[config.mk]
export PLATFORM = sky130hd
export DESIGN_NAME = user_pkt_bridge
export DESIGN_NICKNAME = d
export VERILOG_FILES = /design/src/rtl/user_pkt_bridge.sv
export SDC_FILE = /design/constraint.sdc
export NUM_CORES = 2
export LEC_CHECK = 0
export CAP_MARGIN = 10
export CORE_UTILIZATION = 56
export CTS_CLUSTER_SIZE = 30
export DETAILED_ROUTE_END_ITERATION = 8
export PLACE_DENSITY = 0.75
export SLEW_MARGIN = 20
export SYNTH_ARGS = -nofsm -noshare
export SYNTH_HDL_FRONTEND = slang
export SYNTH_SLANG_ARGS = --single-unit
[constraint.sdc]
create_clock -name clk_user -period 4.99 [get_ports clk_user]
set_input_delay 0.499 -clock clk_user [delete_from_list [all_inputs] [get_ports clk_user]]
set_output_delay 0.499 -clock clk_user [all_outputs]
set_load 0.005 [all_outputs]
[src/rtl/user_pkt_bridge.sv]
// user_pkt_bridge: user-side TX load/stream and RX capture/hold buffers for the MAC user interface.
// Optional statistics counters are enabled with `define UIF_STATS_EN.
module user_pkt_bridge #(
   parameter  int TX_DEPTH = 64,
   parameter  int RX_DEPTH = 64,
   parameter  int CNT_W    = 16,
   localparam int TAW      = $clog2(TX_DEPTH),
   localparam int RAW      = $clog2(RX_DEPTH)
) (
   input  logic           clk_user,
   input  logic           reset_n,
   input  logic           cpu_init_end,
   input  logic           rx_mac_ra,
   output logic           rx_mac_rd,
   input  logic [31:0]    rx_mac_data,
   input  logic [1:0]     rx_mac_be,
   input  logic           rx_mac_pa,
   input  logic           rx_mac_sop,
   input  logic           rx_mac_eop,
   input  logic           tx_mac_wa,
   output logic           tx_mac_wr,
   output logic [31:0]    tx_mac_data,
   output logic [1:0]     tx_mac_be,
   output logic           tx_mac_sop,
   output logic           tx_mac_eop,
   input  logic           tx_ld_wr,
   input  logic [31:0]    tx_ld_data,
   input  logic [1:0]     tx_ld_be,
   input  logic           tx_ld_last,
   output logic           tx_ld_rdy,
   output logic           tx_done,
   output logic           rx_pkt_vld,
   output logic [RAW:0]   rx_pkt_words,
   output logic [1:0]     rx_pkt_be,
   output logic           rx_pkt_ovf,
   input  logic [RAW-1:0] rx_rd_addr,
   output logic [31:0]    rx_rd_data,
   input  logic           rx_pkt_ack
`ifdef UIF_STATS_EN
   ,
   output logic [CNT_W-1:0] tx_pkt_cnt,
   output logic [CNT_W-1:0] rx_pkt_cnt,
   output logic [CNT_W-1:0] rx_ovf_cnt
`endif
);
   typedef enum logic {TX_LOAD, TX_SEND} tx_state_e;
   typedef enum logic [1:0] {RX_IDLE, RX_WORK, RX_HOLD} rx_state_e;
   logic [31:0]    tx_mem [TX_DEPTH];
   logic [31:0]    rx_mem [RX_DEPTH];
   tx_state_e      tx_state_q, tx_state_d;
   logic [TAW-1:0] tx_wptr_q, tx_wptr_d;
   logic [TAW-1:0] tx_rptr_q, tx_rptr_d;
   logic [TAW-1:0] tx_last_q, tx_last_d;
   logic [1:0]     tx_be_q, tx_be_d;
   logic           tx_done_q, tx_done_d;
   logic           tx_we;
   rx_state_e      rx_state_q, rx_state_d;
   logic [RAW:0]   rx_wptr_q, rx_wptr_d;
   logic [RAW:0]   rx_words_q, rx_words_d;
   logic [1:0]     rx_be_q, rx_be_d;
   logic           rx_ovf_q, rx_ovf_d;
   logic [31:0]    rx_rd_data_q, rx_rd_data_d;
   logic           rx_we;
   logic [RAW-1:0] rx_waddr;
   always_ff @(posedge clk_user or negedge reset_n) begin
      if (!reset_n) begin
         tx_state_q <= TX_LOAD;
         tx_wptr_q  <= '0;
         tx_rptr_q  <= '0;
         tx_last_q  <= '0;
         tx_be_q    <= '0;
         tx_done_q  <= 1'b0;
      end else begin
         tx_state_q <= tx_state_d;
         tx_wptr_q  <= tx_wptr_d;
         tx_rptr_q  <= tx_rptr_d;
         tx_last_q  <= tx_last_d;
         tx_be_q    <= tx_be_d;
         tx_done_q  <= tx_done_d;
      end
   end
   always_ff @(posedge clk_user) begin
      if (tx_we) tx_mem[tx_wptr_q] <= tx_ld_data;
   end
   // The top buffer slot closes the packet even without tx_ld_last; the wrap also rewinds wptr.
   always_comb begin
      tx_state_d = tx_state_q;
      tx_wptr_d  = tx_wptr_q;
      tx_rptr_d  = tx_rptr_q;
      tx_last_d  = tx_last_q;
      tx_be_d    = tx_be_q;
      tx_done_d  = 1'b0;
      tx_we      = 1'b0;
      if (tx_state_q == TX_LOAD) begin
         if (tx_ld_wr) begin
            tx_we     = 1'b1;
            tx_wptr_d = tx_wptr_q + 1'b1;
            if (tx_ld_last || &tx_wptr_q) begin
               tx_last_d  = tx_wptr_q;
               tx_be_d    = tx_ld_last ? tx_ld_be : 2'd0;
               tx_state_d = TX_SEND;
            end
         end
      end else if (tx_mac_wr) begin
         tx_rptr_d = tx_rptr_q + 1'b1;
         if (tx_mac_eop) begin
            tx_rptr_d  = '0;
            tx_wptr_d  = '0;
            tx_done_d  = 1'b1;
            tx_state_d = TX_LOAD;
         end
      end
   end
   always_comb begin
      tx_ld_rdy   = tx_state_q == TX_LOAD;
      tx_mac_wr   = (tx_state_q == TX_SEND) & tx_mac_wa & cpu_init_end;
      tx_mac_data = (tx_state_q == TX_SEND) ? tx_mem[tx_rptr_q] : 32'd0;
      tx_mac_sop  = (tx_state_q == TX_SEND) & (tx_rptr_q == '0);
      tx_mac_eop  = (tx_state_q == TX_SEND) & (tx_rptr_q == tx_last_q);
      tx_mac_be   = tx_mac_eop ? tx_be_q : 2'd0;
      tx_done     = tx_done_q;
   end
   always_ff @(posedge clk_user or negedge reset_n) begin
      if (!reset_n) begin
         rx_state_q   <= RX_IDLE;
         rx_wptr_q    <= '0;
         rx_words_q   <= '0;
         rx_be_q      <= '0;
         rx_ovf_q     <= 1'b0;
         rx_rd_data_q <= '0;
      end else begin
         rx_state_q   <= rx_state_d;
         rx_wptr_q    <= rx_wptr_d;
         rx_words_q   <= rx_words_d;
         rx_be_q      <= rx_be_d;
         rx_ovf_q     <= rx_ovf_d;
         rx_rd_data_q <= rx_rd_data_d;
      end
   end
   always_ff @(posedge clk_user) begin
      if (rx_we) rx_mem[rx_waddr] <= rx_mac_data;
   end
   // wptr saturates at RX_DEPTH (MSB set); later words are dropped and flagged as overflow.
   always_comb begin
      rx_state_d   = rx_state_q;
      rx_wptr_d    = rx_wptr_q;
      rx_words_d   = rx_words_q;
      rx_be_d      = rx_be_q;
      rx_ovf_d     = rx_ovf_q;
      rx_rd_data_d = rx_mem[rx_rd_addr];
      rx_we        = 1'b0;
      rx_waddr     = '0;
      if (rx_state_q == RX_HOLD) begin
         if (rx_pkt_ack) rx_state_d = RX_IDLE;
      end else if (rx_mac_pa && (rx_mac_sop || rx_state_q == RX_WORK)) begin
         if (rx_mac_sop) begin
            rx_we     = 1'b1;
            rx_wptr_d = (RAW+1)'(1);
            rx_ovf_d  = 1'b0;
         end else if (!rx_wptr_q[RAW]) begin
            rx_we     = 1'b1;
            rx_waddr  = rx_wptr_q[RAW-1:0];
            rx_wptr_d = rx_wptr_q + 1'b1;
         end else begin
            rx_ovf_d = 1'b1;
         end
         rx_state_d = rx_mac_eop ? RX_HOLD : RX_WORK;
         if (rx_mac_eop) begin
            rx_words_d = rx_wptr_d;
            rx_be_d    = rx_mac_be;
         end
      end
   end
   always_comb begin
      rx_mac_rd    = rx_mac_ra & cpu_init_end & (rx_state_q != RX_HOLD) & ~(rx_mac_pa & rx_mac_eop);
      rx_pkt_vld   = rx_state_q == RX_HOLD;
      rx_pkt_words = rx_words_q;
      rx_pkt_be    = rx_be_q;
      rx_pkt_ovf   = rx_ovf_q;
      rx_rd_data   = rx_rd_data_q;
   end
`ifdef UIF_STATS_EN
   logic [CNT_W-1:0] tx_cnt_q, tx_cnt_d;
   logic [CNT_W-1:0] rx_cnt_q, rx_cnt_d;
   logic [CNT_W-1:0] ovf_cnt_q, ovf_cnt_d;
   logic             rx_hold_entry;
   always_comb begin
      rx_hold_entry = (rx_state_q != RX_HOLD) && (rx_state_d == RX_HOLD);
      tx_cnt_d      = tx_cnt_q + CNT_W'(tx_done_q);
      rx_cnt_d      = rx_cnt_q + CNT_W'(rx_hold_entry);
      ovf_cnt_d     = ovf_cnt_q + CNT_W'(rx_hold_entry & rx_ovf_d);
   end
   always_ff @(posedge clk_user or negedge reset_n) begin
      if (!reset_n) begin
         tx_cnt_q  <= '0;
         rx_cnt_q  <= '0;
         ovf_cnt_q <= '0;
      end else begin
         tx_cnt_q  <= tx_cnt_d;
         rx_cnt_q  <= rx_cnt_d;
         ovf_cnt_q <= ovf_cnt_d;
      end
   end
   always_comb begin
      tx_pkt_cnt = tx_cnt_q;
      rx_pkt_cnt = rx_cnt_q;
      rx_ovf_cnt = ovf_cnt_q;
   end
`else
`endif
endmodule

; ---- Word level (Yosys, flattened, before mapping)
; Memory sizes are Yosys's and may differ from the RTL's. A register that Yosys moved wholly into a read port is not among the register bits.
; Cells that the tools add are included.
[op_classes]
n_mux = 38
bitwise = 11
reduce_logical = 16
addsub = 3
n_eq_ne = 7
[ops]
columns = cell, count
row1 = $mux 6, 9
row2 = $mux 32, 1
row3 = $mux 1, 20
row4 = $mux 7, 2
row5 = $add 6x1->6 const B, 2
row6 = $mux 2, 6
row7 = $reduce_and 3->1, 4
row8 = $and 1x1->1, 8
row9 = $add 7x1->7 const B, 1
row10 = $eq 6x6->1, 1
row11 = $logic_not 6->1, 1
row12 = $ne 2x2->1 const B, 3
row13 = $reduce_and 2->1, 3
row14 = $reduce_and 6->1, 1
row15 = $reduce_bool 2->1, 3
row16 = $not 1->1, 3
row17 = $eq 2x1->1 const B, 1
row18 = $eq 2x2->1 const B, 1
row19 = $logic_or 1x1->1, 2
row20 = $ne 2x1->1 const B, 1
row21 = $logic_and 1x1->1, 1
row22 = $logic_not 1->1, 1
[word_totals]
memories = 2
ram_bits = 4096
ff_bits = 41
out_inout_bits = 83
wordCells = 88
inputBits = 85
[mem_list]
columns = memory, words, width, read_ports, rd_clocked_by_memory_dff, wr, line
row1 = rx_mem, 64, 32, 1, 1, 1, 49  ; logic [31:0] rx_mem [RX_DEPTH];
row2 = tx_mem, 64, 32, 1, 0, 1, 48  ; logic [31:0] tx_mem [TX_DEPTH];

; ---- Logic depth before layout (Yosys ltp)
[depth]
depth_word = 7
ltp_mapped = 11
ltp_nobuf = 6

; ---- Least setup slack after synthesis
; No wires, ideal clock.
[synth_timing]
kind = input -> register
startpoint = in tx_ld_wr
endpoint = mem tx_mem[16][0] (enable)
t_required_ns = 4.488
arrival_time_ns = 4.565
cell_stages = 5
n_path_buf = 2
path_slack_ns = -0.076
setup_ns = 0.502
path_cell_list = nand2b_1 -> clkbuf_1 -> or4b_2 -> clkbuf_1 -> nor4_1
[synth_via]
elab_chain_cells = 4
[synth_lines]
columns = element, line
row1 = start: declaration, 26  ; input logic tx_ld_wr,
row2 = $mux 1, 95  ; if (tx_ld_wr) begin
row3 = $mux 1, 94  ; if (tx_state_q == TX_LOAD) begin
row4 = $mux 1, 83  ; if (tx_we) tx_mem[tx_wptr_q] <= tx_ld_data;
row5 = $mux 1 (implied by the code), 83
row6 = end: declaration, 48
; Every way passes these cells.

; ---- Worst setup path in the final report
[layout_timing]
startpoint = reg tx_rptr_q[1]
endpoint = out tx_mac_data[31]
[layout_via]
elab_chain_cells = 2
[layout_lines]
columns = element, line
row1 = start: declaration, 52  ; logic [TAW-1:0] tx_rptr_q, tx_rptr_d;
row2 = start signal: assignment, 76  ; tx_rptr_q <= tx_rptr_d;
row3 = $mem_v2 64x32, --
row4 = $mux 32, 117  ; tx_mac_data = (tx_state_q == TX_SEND) ? tx_mem[tx_rptr_q] : 32'd0;
row5 = end: declaration, 22  ; output logic [31:0] tx_mac_data,
; Every way passes these cells.

==> results.py <==
metrics = {
    "status": {
        "status": "finished, final reports clean",
    },
    "synth": {
        "ys_ff_latch": 4169,
        "synth_ff_type": "edfxtp_1",
        "syn_inst": 6735,
        "synth_commonest_cells": "edfxtp_1, mux4_2, mux2i_1, nor2_1, clkbuf_1",
        "synthDistinctLibCells": 63,
        "synth_edf_count": 4096,
        "synth_top_area_share_pct": 77.2,
        "synthTopCellsByArea": "edfxtp_1, mux4_2, mux2i_1",
        "synth.most_common_cell": "edfxtp_1",
        "synth_area_per_cell_um2": 23.6,
        "ys_seq_area_share_pct": 78.4,
        "synth.net_count": 6825,
        "ys_async_sr_fraction_pct": 1.75,
        "ys_warn_count": 0,
        "synth_top_area_cell": "edfxtp_1",
        "syn-cell-area_um2": 159000,
    },
    "clocking": {
        "clock_latency_ns": 0.99,
        "h-tree-depth": 5,
        "clockRootBuffer": "clkbuf_16",
        "clock_sinks": 4169,
        "cts.clk_slew.worst_paths_ns": 0.06,
        "numCtsBuffers": 404,
        "cts_max_path_buffers": 4,
        "cts_tree": "yes",
    },
    "layout": {
        "utilization_pct": 64.1,
        "multi_input_area_um2": 33500,
        "stdcell_count": 11300,
        "fill_cells": 17300,
        "layout-drive-gt1-share_pct": 30.1,
        "syn2layout_area_growth_pct": 13.7,
        "fin_nets": 7323,
        "fin_area_um2": 181000,
        "register_area_um2": 125000,
    },
    "global_routing": {
        "track_usage_pct": 28.8,
        "grt_pass1_vias": 79100,
        "grt_max_degree": 90,
        "grt_pass1_wl_um": 581000,
        "antenna_found_initial": 18,
        "grt_overflow": 0,
    },
    "critical_path": {
        "crit_path_frequent_cell": "o21ai_0",
        "reg2reg_depth": 5,
        "slowest_delay_ns": 0.81,
        "r2r_end": "tx_mem[52][27]",
        "cp_data_arrival_time_ns": 4.41,
        "reg2reg_from": "tx_state_q",
        "crit_slowest_cell": "dfrtp_4",
        "start_kind": "register",
        "crit_chain": "buf_12 > mux4_2 > o21ai_0 > o21ai_0 > a221o_1 > clkdlybuf4s50_1",
        "crit_path_end_kind": "primary output",
        "cp_max_fo": 48,
        "cp.required_ns": 4.49,
        "ff2ff_setup_slack_ns": 1.18,
        "crit_type": "reg2out",
    },
    "detailed_routing": {
        "vias": 79000,
        "drc": 0,
        "drtIter0Drc": 12300,
        "ant_nets": 0,
        "routedWlPerCell_um": 36.4,
        "viasPerCell": 6.97,
        "drt_wl_total_um": 413000,
        "first_pass_iters": 6,
    },
    "sta": {
        "max_freq_mhz": 204,
        "hold_slack_ns": 0.0242,
        "final.min_clock_period_ns": 4.91,
        "hold_violations": 0,
        "setup_viol": 0,
        "relSlewSlack_pct": 21.1,
        "totalNegativeSetupSlack_ns": 0,
        "slew_violations": 0,
        "setup_ws_ns": 0.0811,
        "worst_pin_slew_ns": 1.18,
        "fin_skew_ns": 0.102,
        "fin_crit_sh_pct": 98.4,
        "rsz0062_at_grt": "false",
    },
    "floorplanning": {
        "placementRows": 195,
        "die_height_um": 535,
        "die_area_um2": 286000,
        "initial_core_util_pct": 56.4,
        "die-width_um": 535,
        "io-pin-count": 168,
        "coreArea_um2": 283000,
    },
    "placed_design": {
        "routabilityCongestion": 0.831,
        "place_hpwl_um": 214000,
        "io_buffers": 167,
        "placedInstanceArea_um2": 167000,
        "dp.cells": 10600,
        "pre_cts_slack_ns": 0.798,
    },
    "power": {
        "leakage_nw": 56.5,
        "vdd_drop_max_uv": 326,
        "power.total_mw": 85.1,
        "p_per_area_nw_per_um2": 470,
    },
    "worst_hold_path": {
        "hold_path_end": "tx_mem[18][30]",
        "min_path_cells": 1,
        "hold_path_class": "in2reg",
        "hold_path.startpoint": "tx_ld_data[30]",
    },
    "job": {
        "cap_violations": 0,
    },
}
==> placed cells by master, fill, tap and decap left out, drive strengths merged, types with 48 or more instances in the layout <==
master         instances
clkdlybuf4s50         96
mux2i                185
o21ai                 74
nand2                138
a22oi                 55
mux4                1135
clkbuf               501
edfxtp              4096
buf                  369
nor2                 174
bufinv                48
clkinv               169
dfrtp                 73
==> worst max-delay path by stage <==
stage | to | start
6_report | tx_mac_data[31] | tx_rptr_q[1]
5_1_grt | tx_mac_data[4] | tx_rptr_q[0]
2_1_floorplan | tx_mem[32][0] | tx_state_q
3_5_place_dp | tx_mac_data[23] | tx_rptr_q[0]
4_1_cts | tx_mac_data[4] | tx_rptr_q[0]
3_3_place_gp | tx_mac_data[2] | tx_rptr_q[0]
==> critical path: cells and delay by family, from the launching register on <==
family	cells	cell delay, ns
AO/OA/AOI/OAI	3	1.22
flip-flops	1	0.81
multiplexers	1	0.57
buffers and inverters	2	0.85
==> per-layer routing <==
layer / global-route usage, % / share of wire [%] / vias to the layer above
met5: 0 / 0.0095 / -
met4: 9.83 / 3.6 / 6
met3: 7.08 / 13 / 852
met2: 44.6 / 47 / 6328
met1: 40.6 / 36 / 41900
li1: - / - / 29900
==> final cells by class <==
type                       instances  share of cell area [%]
sequential                      4169                    69.0
multi-input combinational       2178                    18.5
clock buffer                     501                    5.91
tap                             3743                    2.59
timing repair buffer             466                    2.45
clock inverter                   243                    1.55
inverter                          14                  0.0304
antenna                           10                  0.0138
==> cells by family after synthesis <==
logic type	Yosys count	synth area share, %
multiplexers	1348	17.4
AND/OR/NAND/NOR	462	1.31
buffers and inverters	388	1.20
AO/OA/AOI/OAI	350	1.57
adder cells (fa/ha/maj)	5	0.0393
XOR/XNOR	13	0.0715
flip-flops	4169	78.4
==> repair_timing <==
item | 4_1_cts | 5_1_grt
gates resized for setup | 0 | 1
endpoints found under the setup margin | 23 | 1
hold buffers | 1 | 0
pin swaps | 0 | 0
hold endpoints to repair | 39 | 0
setup buffers | 3 | 0
==> where the power goes <==
group	internal, mW	total (mW)	switching [mW]	leakage (nW)
clock	17.8	31.1	13.3	6.57
combinational	6.83	14.8	7.95	12.2
sequential	38.8	39.2	0.438	37.7
total	63.4	85.1	21.7	56.5
==> sequential cells by signal, indices dropped and copies added, names as in the netlist, 2 cells and up <==
name          count
rx_pkt_be         2
rx_pkt_words      7
tx_last_q         6
tx_rptr_q         6
rx_mem         2048
rx_rd_data       32
tx_wptr_q         6
tx_be_q           2
rx_state_q        2
rx_wptr_q         7
tx_mem         2048
Note: power is estimated with default switching activity, not from simulation.
